==> src/rtl/sweep_ctrl.sv <==
// Bounded, wrapping read sweep over a synchronous-read memory.
// Issues start_addr..start_addr+count-1 reads, then drains in-flight data before pulsing done.
module sweep_ctrl #(
   parameter int ADDR_W = 6,
   parameter int RD_LAT = 2
) (
   input  logic              clk,
   input  logic              reset,
   input  logic              start,
   input  logic [ADDR_W-1:0] start_addr,
   input  logic [ADDR_W:0]   count,
   input  logic              hold,
   input  logic              abort,
   output logic [ADDR_W-1:0] addr,
   output logic              rd_en,
   output logic              data_valid,
   output logic              busy,
   output logic              done,
   output logic              aborted,
   output logic [ADDR_W:0]   issued
);

   typedef enum logic [1:0] {
      IDLE  = 2'd0,
      RUN   = 2'd1,
      DRAIN = 2'd2
   } state_t;

   localparam int              DCW        = (RD_LAT > 1) ? $clog2(RD_LAT) : 1;
   localparam logic [DCW-1:0]  DRAIN_LAST = DCW'(RD_LAT - 1);
   localparam logic [ADDR_W:0] ONE        = (ADDR_W+1)'(1);

   state_t            state_reg;
   state_t            state_next;
   logic [ADDR_W-1:0] addr_reg;
   logic [ADDR_W:0]   remaining_reg;
   logic [ADDR_W:0]   issued_reg;
   logic [DCW-1:0]    drain_cnt_reg;
   logic              aborted_reg;
   logic              done_reg;
   logic [RD_LAT-1:0] dv_pipe_reg;

   logic rd_fire;
   logic load_cmd;
   logic zero_cmd;
   logic last_read;
   logic abort_run;
   logic drain_exit;

   always_ff @(posedge clk) begin
      if (reset) begin
         state_reg <= IDLE;
      end else begin
         state_reg <= state_next;
      end
   end

   always_comb begin
      state_next = state_reg;
      case (state_reg)
         IDLE: begin
            if (load_cmd) begin
               state_next = RUN;
            end
         end
         RUN: begin
            if (abort_run || last_read) begin
               state_next = DRAIN;
            end
         end
         DRAIN: begin
            if (drain_exit) begin
               state_next = IDLE;
            end
         end
         default: state_next = IDLE;
      endcase
   end

   // Per-state decode; everything the datapath reacts to is derived here.
   always_comb begin
      rd_fire    = 1'b0;
      load_cmd   = 1'b0;
      zero_cmd   = 1'b0;
      last_read  = 1'b0;
      abort_run  = 1'b0;
      drain_exit = 1'b0;
      case (state_reg)
         IDLE: begin
            load_cmd = start && (count != '0);
            zero_cmd = start && (count == '0);
         end
         RUN: begin
            rd_fire   = ~hold & ~abort;
            abort_run = abort;
            last_read = rd_fire && (remaining_reg == ONE);
         end
         DRAIN: begin
            drain_exit = (drain_cnt_reg == DRAIN_LAST);
         end
         default: begin
         end
      endcase
   end

   always_ff @(posedge clk) begin
      if (reset) begin
         addr_reg      <= '0;
         remaining_reg <= '0;
         issued_reg    <= '0;
         aborted_reg   <= 1'b0;
         done_reg      <= 1'b0;
         drain_cnt_reg <= '0;
      end else begin
         done_reg <= zero_cmd | drain_exit;

         if (load_cmd) begin
            addr_reg      <= start_addr;
            remaining_reg <= count;
            issued_reg    <= '0;
            aborted_reg   <= 1'b0;
         end else if (zero_cmd) begin
            issued_reg    <= '0;
            aborted_reg   <= 1'b0;
         end else if (rd_fire) begin
            // Address arithmetic is ADDR_W wide, so 2^ADDR_W-1 wraps to 0.
            addr_reg      <= addr_reg + 1'b1;
            remaining_reg <= remaining_reg - 1'b1;
            issued_reg    <= issued_reg + 1'b1;
         end else if (abort_run) begin
            aborted_reg   <= 1'b1;
         end

         if (state_reg == DRAIN) begin
            drain_cnt_reg <= drain_cnt_reg + 1'b1;
         end else begin
            drain_cnt_reg <= '0;
         end
      end
   end

   // Read-strobe delay line matching the memory latency.
   generate
      for (genvar gi = 0; gi < RD_LAT; gi++) begin : g_dv
         if (gi == 0) begin : g_head
            always_ff @(posedge clk) begin
               if (reset) begin
                  dv_pipe_reg[gi] <= 1'b0;
               end else begin
                  dv_pipe_reg[gi] <= rd_fire;
               end
            end
         end else begin : g_tail
            always_ff @(posedge clk) begin
               if (reset) begin
                  dv_pipe_reg[gi] <= 1'b0;
               end else begin
                  dv_pipe_reg[gi] <= dv_pipe_reg[gi-1];
               end
            end
         end
      end
   endgenerate

   assign addr       = addr_reg;
   assign rd_en      = rd_fire;
   assign data_valid = dv_pipe_reg[RD_LAT-1];
   assign busy       = (state_reg != IDLE);
   assign done       = done_reg;
   assign aborted    = aborted_reg;
   assign issued     = issued_reg;

endmodule
==> config.mk <==
export PLATFORM = sky130hd
export DESIGN_NAME = sweep_ctrl
export DESIGN_NICKNAME = d
export VERILOG_FILES = /design/src/rtl/sweep_ctrl.sv
export SDC_FILE = /design/constraint.sdc
export NUM_CORES = 1
export LEC_CHECK = 0
export ABC_AREA = 1
export ABC_CLOCK_PERIOD_IN_PS = 2300
export BUFFER_PORTS_ARGS = -buffer_cell sky130_fd_sc_hd__buf_2
export CAP_MARGIN = 20
export CORE_MARGIN = 3
export CORE_UTILIZATION = 52
export CTS_BUF_LIST = sky130_fd_sc_hd__clkbuf_4 sky130_fd_sc_hd__clkbuf_8 sky130_fd_sc_hd__clkbuf_16
export DETAILED_ROUTE_END_ITERATION = 8
export PLACE_DENSITY = 0.8
export SLEW_MARGIN = 20
export SYNTH_ARGS = -nofsm -noshare
export SYNTH_HDL_FRONTEND = slang
export SYNTH_SLANG_ARGS = --single-unit
==> constraint.sdc <==
create_clock -name clk -period 2.3 [get_ports clk]
set_input_delay 0.115 -clock clk [delete_from_list [all_inputs] [get_ports clk]]
set_output_delay 0.115 -clock clk [all_outputs]
set_load 0.01 [all_outputs]
Word level (Yosys, flattened, before mapping)
Cells that the tools add are included.
{"block": "totals", "word_cells": 56, "out_inout_bits": 18, "ff_bits": 27}
{"block": "op_classes", "reduce_logical": 14, "mux": 16, "bitwise_logic": 6, "n_eq_ne": 7, "n_addsub": 4}
{"cell": "$mux W7", "n": 3}
{"cell": "$mux W6", "n": 3}
{"cell": "$ne A2 B2 Y1 const B", "n": 4}
{"cell": "$add A7 B1 Y7 const B", "n": 1}
{"cell": "$eq A7 B1 Y1 const B", "n": 1}
{"cell": "$logic_not A7 Y1", "n": 1}
{"cell": "$reduce_bool A7 Y1", "n": 1}
{"cell": "$sub A7 B1 Y7 const B", "n": 1}
{"cell": "$add A6 B1 Y6 const B", "n": 1}
{"cell": "$mux W1", "n": 6}
{"cell": "$mux W2", "n": 3}
{"cell": "$pmux W2 S3", "n": 1}
{"cell": "$not A1 Y1", "n": 4}
{"cell": "$reduce_and A2 Y1", "n": 2}
{"cell": "$reduce_bool A2 Y1", "n": 2}
{"cell": "$logic_and A1 B1 Y1", "n": 3}
{"cell": "$reduce_and A3 Y1", "n": 1}
{"cell": "$reduce_or A3 Y1", "n": 1}
{"cell": "$eq A2 B1 Y1 const B", "n": 1}
{"cell": "$eq A2 B2 Y1 const B", "n": 1}
{"cell": "$logic_not A2 Y1", "n": 1}
{"cell": "$reduce_or A2 Y1", "n": 1}
{"cell": "$add A1 B1 Y1 const B", "n": 1}
{"cell": "$and A1 B1 Y1", "n": 1}
{"cell": "other kinds (2)", "n": 2}

Longest topological paths before layout
{"block": "depth", "word_depth": 7, "depth_mapped": 10}

Least setup slack after synthesis
OpenSTA, ideal clock, no wires.
{"block": "synth_path", "path_kind": "flip-flop to flip-flop", "startpoint": "reg remaining_reg[0]", "endpoint": "reg remaining_reg[4]", "slack_ns": 1.122, "period_less_slack_ns": 1.178, "path_buffers": 0, "path_stages_with_launch": 8, "required_ns": 2.236, "arrival_time_ns": 1.114, "cell_sequence": "dfxtp_1 -> inv_1 -> ha_1 -> nand2_1 -> or2_2 -> nand3_1 -> nand3_1 -> nor2_1"}
{"block": "synth_via", "elab_chain_len": 4}
{"item": "start, declared", "line": "36", "source": "logic [ADDR_W:0] remaining_reg;"}
{"item": "start signal, assigned", "line": "119", "source": "remaining_reg <= count;"}
{"item": "start signal, assigned", "line": "128", "source": "remaining_reg <= remaining_reg - 1'b1;"}
{"item": "$sub A7 B1 Y7", "line": "128"}
{"item": "$mux W7", "line": "125", "source": "end else if (rd_fire) begin"}
{"item": "$mux W7", "line": "122", "source": "end else if (zero_cmd) begin"}
{"item": "$mux W7", "line": "117", "source": "if (load_cmd) begin"}
No other way between the ends. The select of a mux whose other input is x is not followed.
A chain may end at the register's enable or synchronous reset.

Worst setup path after layout
{"block": "layout_path", "startpoint": "reg state_reg[0]", "endpoint": "out rd_en"}
{"block": "layout_via", "elab_chain_len": 2}
{"item": "start, declared", "line": "33", "source": "state_t state_reg;"}
{"item": "start signal, assigned", "line": "54", "source": "state_reg <= state_next;"}
{"item": "$eq A2 B1 Y1", "line": "88", "source": "case (state_reg)"}
{"item": "$mux W1", "line": "88"}
{"item": "end, declared", "line": "15", "source": "output logic rd_en,"}
No other way between the ends.

==> run_summary.xml <==
<?xml version="1.0" encoding="UTF-8"?>
<metrics>
  <group name="finish">
    <metric name="antenna_cells" unit="">0</metric>
    <metric name="final_common_cell" unit="">nand2_1</metric>
    <metric name="layout-drive-gt1-share" unit="%">21.0</metric>
    <metric name="layout_common_cells" unit="">51 x nand2_1, 48 x nor2_1, 35 x buf_2</metric>
    <metric name="numnets_final" unit="">280</metric>
    <metric name="finalNonFillerCells" unit="">287</metric>
    <metric name="syn2layout_area_growth" unit="%">13.4</metric>
  </group>
  <group name="timing">
    <metric name="final.min_clock_period" unit="ns">1.64</metric>
    <metric name="max-slew-margin-rel" unit="%">63.4</metric>
    <metric name="fin_crit_sh" unit="%">71.1</metric>
    <metric name="worst_clock_skew" unit="ns">0.00141</metric>
    <metric name="drv_slew" unit="">0</metric>
    <metric name="fin_setup_tns" unit="ns">0</metric>
    <metric name="grt_setup_unrepaired" unit="">no</metric>
    <metric name="hold_viol" unit="">0</metric>
    <metric name="maxClockFrequency" unit="MHz">611</metric>
    <metric name="finalSetupViolCount" unit="">0</metric>
    <metric name="worst_pin_slew" unit="ns">0.549</metric>
  </group>
  <group name="global_route">
    <metric name="grt_first_pass_wirelength" unit="mm">5.49</metric>
    <metric name="maximum_number_of_pins_on_one_net_before_global_route_repair" unit="">17</metric>
    <metric name="antenna_violations_before_repair" unit="">0</metric>
    <metric name="grt_pass1_vias" unit="">1268</metric>
    <metric name="grt_overflow" unit="">0</metric>
    <metric name="grt_util_all_layers" unit="%">19.8</metric>
  </group>
  <group name="clock_tree">
    <metric name="cts_inserted_buffers" unit="">3</metric>
    <metric name="number_of_sinks_driven_by_the_clock_tree" unit="">27</metric>
    <metric name="cts.root.buffer_cell" unit="">clkbuf_4</metric>
    <metric name="clock_insertion_delay_worst_skew" unit="ns">0.32</metric>
    <metric name="cts.clk_slew.worst_paths" unit="ns">0.16</metric>
    <metric name="buffer_count_from_post_cts_setup_fixing" unit="">0</metric>
    <metric name="postCtsHoldBufs" unit="">0</metric>
    <metric name="cts_tree" unit="">done</metric>
    <metric name="cts-htree-levels" unit="">1</metric>
    <metric name="count_of_instances_resized_after_the_clock_tree_is_built" unit="">0</metric>
    <metric name="cts_max_path_buffers" unit="">2</metric>
  </group>
  <group name="place">
    <metric name="gp_congestion" unit="">0.859</metric>
    <metric name="place.detailed.instances" unit="">283</metric>
    <metric name="port-buffer-count" unit="">35</metric>
    <metric name="detailedPlacementHpwl" unit="mm">2.45</metric>
  </group>
  <group name="route">
    <metric name="dr.first_iter.drc_count" unit="">59</metric>
    <metric name="drcViolationCount" unit="">0</metric>
    <metric name="route.antenna.remaining_nets" unit="">0</metric>
    <metric name="detailroute.via_count" unit="">1463</metric>
    <metric name="routed_wirelength_normalized_by_instance_count" unit="um">11.3</metric>
    <metric name="post_drt_via_cell_ratio" unit="">5.10</metric>
    <metric name="drt_pass1_iterations" unit="">4</metric>
    <metric name="detail_route.wirelength" unit="mm">3.25</metric>
  </group>
  <group name="floorplan">
    <metric name="design.die.area" unit="sq um">3550</metric>
    <metric name="ioPinCount" unit="">36</metric>
    <metric name="die_h" unit="um">59.6</metric>
    <metric name="start_util" unit="%">57.6</metric>
    <metric name="placeableCoreArea" unit="sq um">2590</metric>
    <metric name="floorplan.rows" unit="">18</metric>
    <metric name="die_w" unit="um">59.6</metric>
  </group>
  <group name="logic_synthesis">
    <metric name="yosys_warnings" unit="">0</metric>
    <metric name="post_synth_num_cell_types" unit="">29</metric>
    <metric name="postSynthNetCount" unit="">245</metric>
    <metric name="synth_top_area_share" unit="%">36.2</metric>
    <metric name="synth_top_cells_by_area" unit="">dfxtp_1 36%, nand2_1 13%, nor2_1 12%</metric>
    <metric name="synth_sequential_area_ratio" unit="%">36.2</metric>
    <metric name="ffs_latches_synth" unit="">27</metric>
    <metric name="post_synth_instance_area" unit="sq um">1490</metric>
    <metric name="post_syn_instances" unit="">223</metric>
    <metric name="post-synth-top-area-cell" unit="">dfxtp_1</metric>
    <metric name="syn-mean-instance-area" unit="sq um">6.69</metric>
  </group>
  <group name="setup_path">
    <metric name="arrival" unit="ns">1.52</metric>
    <metric name="slowest_stage" unit="">dfxtp_1</metric>
    <metric name="cp_endpoint_kind" unit="">output pin</metric>
    <metric name="critical_path_class" unit="">reg2out</metric>
    <metric name="critPathLaunchType" unit="">flip-flop</metric>
    <metric name="cpMostUsedCell" unit="">inv_2</metric>
    <metric name="timing.critical_path.fanout_max" unit="">15</metric>
    <metric name="list_of_cells_traversed_by_the_critical_path" unit="">inv_2 &gt; nor2_2 &gt; nand2_4 &gt; inv_2 &gt; buf_2</metric>
    <metric name="max_stage_delay_on_crit_path" unit="ns">0.40</metric>
    <metric name="worstPathRequired" unit="ns">2.18</metric>
  </group>
  <group name="power_and_ir_drop">
    <metric name="leakagePower" unit="nW">0.841</metric>
    <metric name="cellPowerDensity" unit="nW/um^2">596</metric>
    <metric name="power.ir.vdd_worst" unit="mV">0.437</metric>
  </group>
  <group name="flow_run">
    <metric name="timing.max_cap.violations" unit="">0</metric>
  </group>
  <group name="run_status">
    <metric name="outcome" unit="">finished clean</metric>
  </group>
  <group name="min_path">
    <metric name="hold_path_class" unit="">in2reg</metric>
  </group>
</metrics>
-- worst paths after layout --
kind / start / to / slack (ns) / cells past startpoint
worst max register to register: state_reg[0] / addr[4] / 0.82 / 8
worst min register to register: dv_pipe_reg[0] / data_valid / 0.41 / 2
worst max-delay path: state_reg[0] / rd_en / 0.66 / 5
worst min-delay path: start_addr[3] / addr[3] / 0.03 / 3
-- worst max-delay path, delay by kind of cell (launching register included) --
kind                   cells  cell delay [ns]
AND/OR/NAND/NOR            2             0.36
buffers and inverters      3             0.44
flip-flops                 1             0.40
-- through the flow --
| stage | setup WS [ns] | area [sq um] | total power [mW] | util (%) | hold WS, ns |
|---|---|---|---|---|---|
| global route | 0.546 | 1690 | 1.07 | 65.3 | 0.0520 |
| global placement | 0.839 | 1660 | 0.797 | 64.2 | 0.390 |
| floorplan | 1.12 | 1490 | 0.737 | - | 0.276 |
| finish | 0.665 | 1690 | 1.01 | 65.3 | 0.0311 |
| CTS | 0.679 | 1690 | 1.01 | 65.3 | 0.0346 |
| detailed placement | 0.747 | 1660 | 0.801 | 64.2 | 0.382 |
-- synth_stat cells, drive strengths merged --
cell / instances
nand2: 54
nor2: 52
inv: 28
dfxtp: 27
nand3: 18
a21oi: 9
o21ai: 8
buf: 4
ha: 4
nor3: 4
xor2: 4
nand4: 2
or2: 2
xnor2: 2
a31oi: 1
and2: 1
clkbuf: 1
nand3b: 1
o21bai: 1
-- final cells by class --
type	instances	area (sq um)
fillers	259	898
well taps	30	37.5
multi-input cells	163	803
repair buffers	35	175
inverters	28	105
flip-flops and latches	27	541
clock inverters	1	7.51
clock buffers	3	22.5
-- kinds of logic (layout without fill, tap and decap cells) --
kind of cell               count (synthesis)  in the layout  share of synthesized area (%)
adders and majority gates                  4              4                           3.36
DFF                                       27             27                           36.2
buffers and inverters                     33             67                           9.90
xor gates and xnor gates                   6              6                           3.52
and+or+nand+nor                          134            134                           40.1
AOI/OAI and AO/OA                         19             19                           6.88
-- report_power, final --
part,total [mW],leakage (nW),switching (mW),internal [mW]
combinational,0.257,0.606,0.158,0.0992
clock,0.217,0.0139,0.151,0.0664
sequential,0.534,0.221,0.0324,0.502
-- metal layers --
layer | global-route usage [%] | part of all wire, %
met2 | 34.0 | 46
met5 | 0 | 0
met4 | 4.75 | 0.52
met1 | 26.5 | 46
met3 | 2.18 | 6.8
Power figures use the tool's default switching activity.
